<file path="src/rtl/uart_pkg.sv">
// Shared types and constants for the UART transmit path.
package uart_pkg;

  localparam int OVERSAMPLE = 16;

  localparam int PAR_NONE = 0;
  localparam int PAR_EVEN = 1;
  localparam int PAR_ODD  = 2;

  typedef enum logic [2:0] {
    ST_IDLE,
    ST_START,
    ST_DATA,
    ST_PARITY,
    ST_STOP
  } tx_state_t;

  // A stop period longer than one bit needs an extra tick-counter bit.
  function automatic int sreg_width(input int sb_tick);
    return (sb_tick > OVERSAMPLE) ? 5 : 4;
  endfunction

endpackage

</file>
<file path="src/rtl/uart_tx_if.sv">
// Handshake bundle between the TX FIFO/baud generator side and the serializer.
interface uart_tx_if
  import uart_pkg::*;
#(
  parameter int DBIT = 8
);
  logic            s_tick;
  logic            tx_start;
  logic [DBIT-1:0] din;
  logic            tx_busy;
  logic            tx_done_tick;
  logic            tx;

  modport master (
    output s_tick, tx_start, din,
    input  tx_busy, tx_done_tick, tx
  );

  modport slave (
    input  s_tick, tx_start, din,
    output tx_busy, tx_done_tick, tx
  );
endinterface

</file>
<file path="src/rtl/uart_tx.sv">
// UART serializer: start bit, DBIT data bits LSB-first, optional parity, stop period.
// tx_done_tick marks end of frame and doubles as the FIFO pop strobe.
module uart_tx
  import uart_pkg::*;
#(
  parameter int DBIT    = 8,
  parameter int SB_TICK = 16,
  parameter int PARITY  = PAR_NONE
) (
  input  logic     clk,
  input  logic     reset,
  uart_tx_if.slave bus
);

  localparam int SW = sreg_width(SB_TICK);
  localparam int NW = (DBIT > 1) ? $clog2(DBIT) : 1;

  localparam logic [SW-1:0] S_BIT_LAST  = SW'(OVERSAMPLE - 1);
  localparam logic [SW-1:0] S_STOP_LAST = SW'(SB_TICK - 1);
  localparam logic [NW-1:0] N_LAST      = NW'(DBIT - 1);

  tx_state_t       state_q, state_d;
  logic [SW-1:0]   s_q, s_d;
  logic [NW-1:0]   n_q, n_d;
  logic [DBIT-1:0] b_q, b_d;
  logic            p_q, p_d;
  logic            tx_q, tx_d;
  logic            busy_q, busy_d;
  logic            done_q, done_d;

  always_comb begin
    state_d = state_q;
    s_d     = s_q;
    n_d     = n_q;
    b_d     = b_q;
    p_d     = p_q;
    done_d  = 1'b0;

    unique case (state_q)
      ST_IDLE: begin
        if (bus.tx_start) begin
          b_d     = bus.din;
          s_d     = '0;
          p_d     = (PARITY == PAR_ODD) ? ~^bus.din : ^bus.din;
          state_d = ST_START;
        end
      end
      ST_START: begin
        if (bus.s_tick) begin
          if (s_q == S_BIT_LAST) begin
            s_d     = '0;
            n_d     = '0;
            state_d = ST_DATA;
          end else begin
            s_d = s_q + SW'(1);
          end
        end
      end
      ST_DATA: begin
        if (bus.s_tick) begin
          if (s_q == S_BIT_LAST) begin
            s_d = '0;
            b_d = b_q >> 1;
            if (n_q == N_LAST) begin
              state_d = (PARITY != PAR_NONE) ? ST_PARITY : ST_STOP;
            end else begin
              n_d = n_q + NW'(1);
            end
          end else begin
            s_d = s_q + SW'(1);
          end
        end
      end
      ST_PARITY: begin
        if (bus.s_tick) begin
          if (s_q == S_BIT_LAST) begin
            s_d     = '0;
            state_d = ST_STOP;
          end else begin
            s_d = s_q + SW'(1);
          end
        end
      end
      ST_STOP: begin
        if (bus.s_tick) begin
          if (s_q == S_STOP_LAST) begin
            s_d     = '0;
            done_d  = 1'b1;
            state_d = ST_IDLE;
          end else begin
            s_d = s_q + SW'(1);
          end
        end
      end
      default: state_d = ST_IDLE;
    endcase

    // Line level follows the state being entered, so tx changes on the
    // same edge as the state and never glitches.
    unique case (state_d)
      ST_START:  tx_d = 1'b0;
      ST_DATA:   tx_d = b_d[0];
      ST_PARITY: tx_d = p_d;
      default:   tx_d = 1'b1;
    endcase

    busy_d = (state_d != ST_IDLE);
  end

  always_ff @(posedge clk or posedge reset) begin
    if (reset) begin
      state_q <= ST_IDLE;
      s_q     <= '0;
      n_q     <= '0;
      b_q     <= '0;
      p_q     <= 1'b0;
      tx_q    <= 1'b1;
      busy_q  <= 1'b0;
      done_q  <= 1'b0;
    end else begin
      state_q <= state_d;
      s_q     <= s_d;
      n_q     <= n_d;
      b_q     <= b_d;
      p_q     <= p_d;
      tx_q    <= tx_d;
      busy_q  <= busy_d;
      done_q  <= done_d;
    end
  end

  assign bus.tx           = tx_q;
  assign bus.tx_busy      = busy_q;
  assign bus.tx_done_tick = done_q;

endmodule

</file>
<file path="src/flat_wrapper.sv">
// flat-port wrapper written by rule: the top's interface ports become plain ports
module uart_tx_flat import uart_pkg::*;
#(
  parameter int DBIT    = 8,
  parameter int SB_TICK = 16,
  parameter int PARITY  = PAR_NONE
)
  (clk, reset, bus_s_tick, bus_tx_start, bus_din, bus_tx_busy, bus_tx_done_tick, bus_tx);
  uart_tx_if #(.DBIT(DBIT)) bus_i ();
  input  logic clk;
  input  logic reset;
  input wire logic [$bits(bus_i.s_tick)-1:0] bus_s_tick;
  input wire logic [$bits(bus_i.tx_start)-1:0] bus_tx_start;
  input wire logic [$bits(bus_i.din)-1:0] bus_din;
  output wire logic [$bits(bus_i.tx_busy)-1:0] bus_tx_busy;
  output wire logic [$bits(bus_i.tx_done_tick)-1:0] bus_tx_done_tick;
  output wire logic [$bits(bus_i.tx)-1:0] bus_tx;
  assign bus_i.s_tick = bus_s_tick;
  assign bus_i.tx_start = bus_tx_start;
  assign bus_i.din = bus_din;
  assign bus_tx_busy = bus_i.tx_busy;
  assign bus_tx_done_tick = bus_i.tx_done_tick;
  assign bus_tx = bus_i.tx;
  uart_tx #(.DBIT(DBIT), .SB_TICK(SB_TICK), .PARITY(PARITY)) u_core (.clk(clk), .reset(reset), .bus(bus_i));
endmodule
</file>
<file path="config.mk">
export PLATFORM = sky130hd
export DESIGN_NAME = uart_tx_flat
export DESIGN_NICKNAME = d
export VERILOG_FILES = /design/src/rtl/uart_pkg.sv /design/src/rtl/uart_tx_if.sv /design/src/rtl/uart_tx.sv /design/src/flat_wrapper.sv
export SDC_FILE = /design/constraint.sdc
export NUM_CORES = 1
export LEC_CHECK = 0
export CAP_MARGIN = 10
export CORE_ASPECT_RATIO = 1.4
export CORE_MARGIN = 2
export CORE_UTILIZATION = 59
export DETAILED_ROUTE_END_ITERATION = 10
export DONT_BUFFER_PORTS = 1
export PLACE_DENSITY = 0.79
export SETUP_SLACK_MARGIN = 0.2
export SLEW_MARGIN = 20
export SYNTH_ARGS = -nofsm -noshare
export SYNTH_HDL_FRONTEND = slang
export SYNTH_SLANG_ARGS = --single-unit
</file>
<file path="constraint.sdc">
create_clock -name clk -period 2 [get_ports clk]
set_input_delay 0.5 -clock clk [delete_from_list [all_inputs] [get_ports clk]]
set_output_delay 0.5 -clock clk [all_outputs]
set_load 0.005 [all_outputs]
</file>
==> results summary <==
The internal reg-to-reg setup slack is between 300 and 400 ps. In this run the horizontal extent of the chip is roughly 42 um. The net count of the finished layout came out at 137.

The number of placed instances, taps included, is about 140. The gate count after technology mapping is between 100 and 150. 15 I/O pins were placed. The detailed router finished its first iteration with 12 violations.

The slowest cell on the critical path is dfrtp_1. Among all flip-flop cells after synthesis, the most frequent one is dfrtp_1. The final antenna-violating net count is 0.

On the critical path the largest part of the delay comes from simple AND/OR/NAND/NOR gates. The post-route non-filler standard cell count is around 140. The largest buffer count on any clock path came out at 2.

The delay contributed by the slowest stage of the critical path is 450 ps. The depth of the CTS H-tree came out at 1. The ratio of routed vias to standard cells is 6.06. VDD sags by at most around 670 uV. The combinational family with the most area after synthesis is simple AND/OR/NAND/NOR gates.

The cts-stage hold buffer count came out at 0. The clock tree from TritonCTS is yes. STA puts the critical path data required time at ~2200 ps. The post-synth design cell area came out at roughly 1200 um^2. The yosys synthesis warning count is 0.

The simple-gate share of the synthesized area is 0.201. After detailed routing, the number of remaining DRC violations is 0. The initial antenna violation count came out at 0. The placer congestion estimate came out at between 0.8 and 0.9. The worst setup path is launched from a flop. The net count after synthesis came out at approximately 130. Of the total synthesized cell area, the portion taken by XOR and XNOR cells is 0.0515. The worst setup path is captured at a flop. The clock transition at the registers of the reported paths came out at 120 ps. The share of synthesized area spent on multiplexers is 0.00840. The max-slew violation count came out at 0. In the finished design, the share of the clock period the worst path needs comes to 0.843. The post-synthesis share of cell area spent on full adders, half adders and majority gates came out at 0.0315. The count of final setup violators came out at 0. The area taken by multi-input logic gates came out at approximately 600 um^2.

The global-route wire length before repair is 3.82 mm. The largest net degree at the start of global routing is 23. The area of the core is slightly below 2000 um^2. The clock reaches the later pin of the worst-skew pair after roughly 310 ps. The wire length reported by the detailed router came out at between 2 and 2.5 mm. The all-layer global routing usage is 0.204. Power spread over the standard cell area amounts to roughly 1200 nW/um^2.

The combined flip-flop and latch cell area is approximately 550 um^2. For the pin with the worst max-slew slack, the measured transition is 382 ps. The die height is around 57 um. The startpoint identified for the worst register-to-register timing path is u_core.s_q[0]. The number of standard-cell rows in the floorplan is 19. Setup repair after global routing could not meet its margin everywhere. The worst clock skew is between 4 and 5 ps. The worst register-to-register path ends at u_core.bus.tx_busy. The filler cell count came out at ~160. The number of flops mapped to enable cells by yosys is 0. Clock tree synthesis inserted a total of 3 buffers. The first detailed-routing pass ran for 4 iterations. Counting both buffers and inverters, the worst setup path holds a total of 1. The number of global-route vias before repair came to approximately 920. The root buffer selected by CTS is clkbuf_4. The total via count after detailed routing is around 860.

The number of cells on the worst reg-to-reg path came out at 6. The fraction of the yosys area taken by sequential cells came out at 0.463. The number of clock sinks is 22. The run finished with clean final reports. The static leakage is around 0.00054 uW. In the final routed layout, each cell accounts on average for approximately 15 um. The shortest clock period the worst path allows after layout came out at between 1500 and 2000 ps. The overall die area came out at 2400 um^2.

The number of hold-slack violations in the final timing report came out at 0. The distinct cell type count of the synthesized netlist came out at 40. The share of final-layout standard cells stronger than drive strength 1 came out at 0.182. The antenna cell count came out at 0.

The number of buffers inserted by port buffering came out at 0. After routing, the total negative slack on setup checks comes to 0 ps. The effective utilization at floorplan is 0.619. Averaged over all synthesized cells, the footprint is between 10 and 15 um^2.

The maximum fanout along the worst path came out at 6. The complex-gate fraction of the synthesized area was 0.182. In this run the worst hold path is classified as in2async.

Global routing finished with a remaining overflow of 0. By startpoint and endpoint, the worst setup path is classified as reg2reg. The arrival time at the worst endpoint is 1900 ps. Walking the worst path, the cells encountered are ha_4 > and4_4 > and3_1 > a31oi_4 > inv_2 > or3_1. The number of max-cap violations is 0. The worst pin sits at a relative slew slack of 0.745. The post-synthesis register bit count came out at 22. The post-DP HPWL came out at roughly 1.5 mm. The top achievable clock speed came out at a little under 600 MHz. The area growth from synthesis to layout is 7.46%. The proportion of register bits with asynchronous set or reset after synthesis came out at 1.00.
[sequential cells by signal, indices dropped and copies added, names as in the netlist]
| register | flops |
|---|---|
| u_core.b_q | 8 |
| u_core.bus.tx | 1 |
| u_core.bus.tx_busy | 1 |
| u_core.bus.tx_done_tick | 1 |
| u_core.n_q | 3 |
| u_core.p_q | 1 |
| u_core.s_q | 4 |
| u_core.state_q | 3 |
[cells by family (layout without fill, tap and decap cells)]
family | count (synthesis) | in the layout
xor+xnor | 7 | 7
flops | 22 | 22
fa+ha+maj | 3 | 3
compound gates | 29 | 29
simple gates | 43 | 43
mux | 1 | 1
buf+inv | 13 | 16
[layout by cell type, fill, tap and decap left out, types with 3 or more instances in the layout]
| cell | synthesis | layout |
|---|---|---|
| a22oi_1 | 6 | 6 |
| and2_1 | 3 | 3 |
| buf_4 | 1 | 4 |
| clkbuf_4 | 0 | 3 |
| dfrtp_1 | 21 | 19 |
| inv_1 | 7 | 7 |
| nand2_1 | 19 | 19 |
| nand3_1 | 3 | 3 |
| nor2_1 | 7 | 6 |
| o21ai_0 | 9 | 9 |
| xnor2_1 | 7 | 7 |
[metrics by stage]
| stage | util | total power [uW] | hold WS [ps] | area, um^2 | setup slack [ps] |
|---|---|---|---|---|---|
| 2_1_floorplan | - | 1110 | 446 | 1190 | 315 |
| 3_3_place_gp | 0.621 | 1160 | 439 | 1190 | 282 |
| 3_5_place_dp | 0.621 | 1190 | 446 | 1190 | 252 |
| 4_1_cts | 0.648 | 1530 | 99.5 | 1250 | 234 |
| 5_1_grt | 0.665 | 1700 | 119 | 1280 | 190 |
| 6_report | 0.665 | 1570 | 89.1 | 1280 | 313 |
[synthesized netlist by cell type (all sizes together), types with 2 or more instances]
| cell type | instances | area share |
|---|---|---|
| and2 | 3 | 0.016 |
| nor3b | 2 | 0.022 |
| inv | 8 | 0.025 |
| a22oi | 6 | 0.038 |
| nand3 | 3 | 0.013 |
| a21oi | 2 | 0.012 |
| nand2 | 19 | 0.060 |
| buf | 4 | 0.035 |
| dfrtp | 21 | 0.44 |
| o21ai | 10 | 0.045 |
| a31oi | 2 | 0.023 |
| nor2 | 7 | 0.022 |
| ha | 3 | 0.032 |
| xnor2 | 7 | 0.051 |
| a31o | 2 | 0.015 |
[timing repair]
item / in CTS / in global routing
setup buffers: 0 / 1
setup endpoints to repair: 0 / 6
gates resized for setup: 0 / 6
[layer usage]
metal	vias to the layer above	wire length (um)	global-route usage	share of wire
li1	419	-	-	-
met1	420	893	0.249	0.42
met2	17	1080	0.353	0.51
met3	5	88	0.0380	0.042
met4	0	44	0.0829	0.021
met5	-	0	0	0
[power by group]
part / internal (uW) / leakage (uW) / switching, uW
registers: 620 / 0.000260 / 167
logic: 231 / 0.000248 / 211
clock network: 203 / 0.0000279 / 138
total: 1050 / 0.000536 / 516
[how the worst max path moves through the flow]
stage                       start            endpoint  slack [ps]  cells after the start
finish              u_core.s_q[0]  u_core.bus.tx_busy         310                      6
global route        u_core.n_q[0]       u_core.n_q[0]         190                      7
CTS                 u_core.s_q[0]  u_core.bus.tx_busy         230                      6
detailed placement  u_core.s_q[0]  u_core.bus.tx_busy         250                      6
global placement    u_core.s_q[0]  u_core.bus.tx_busy         280                      6
floorplan           u_core.s_q[0]       u_core.bus.tx         310                      7
[cell type report]
type                    count  area share
clock inverters             1      0.0235
clock buffers               3      0.0176
well taps                  21      0.0205
flip-flops and latches     22       0.433
multi-input cells          83       0.458
inverters                   8      0.0235
repair buffers              4      0.0235
No activity file was read; power rests on OpenSTA's default activity.
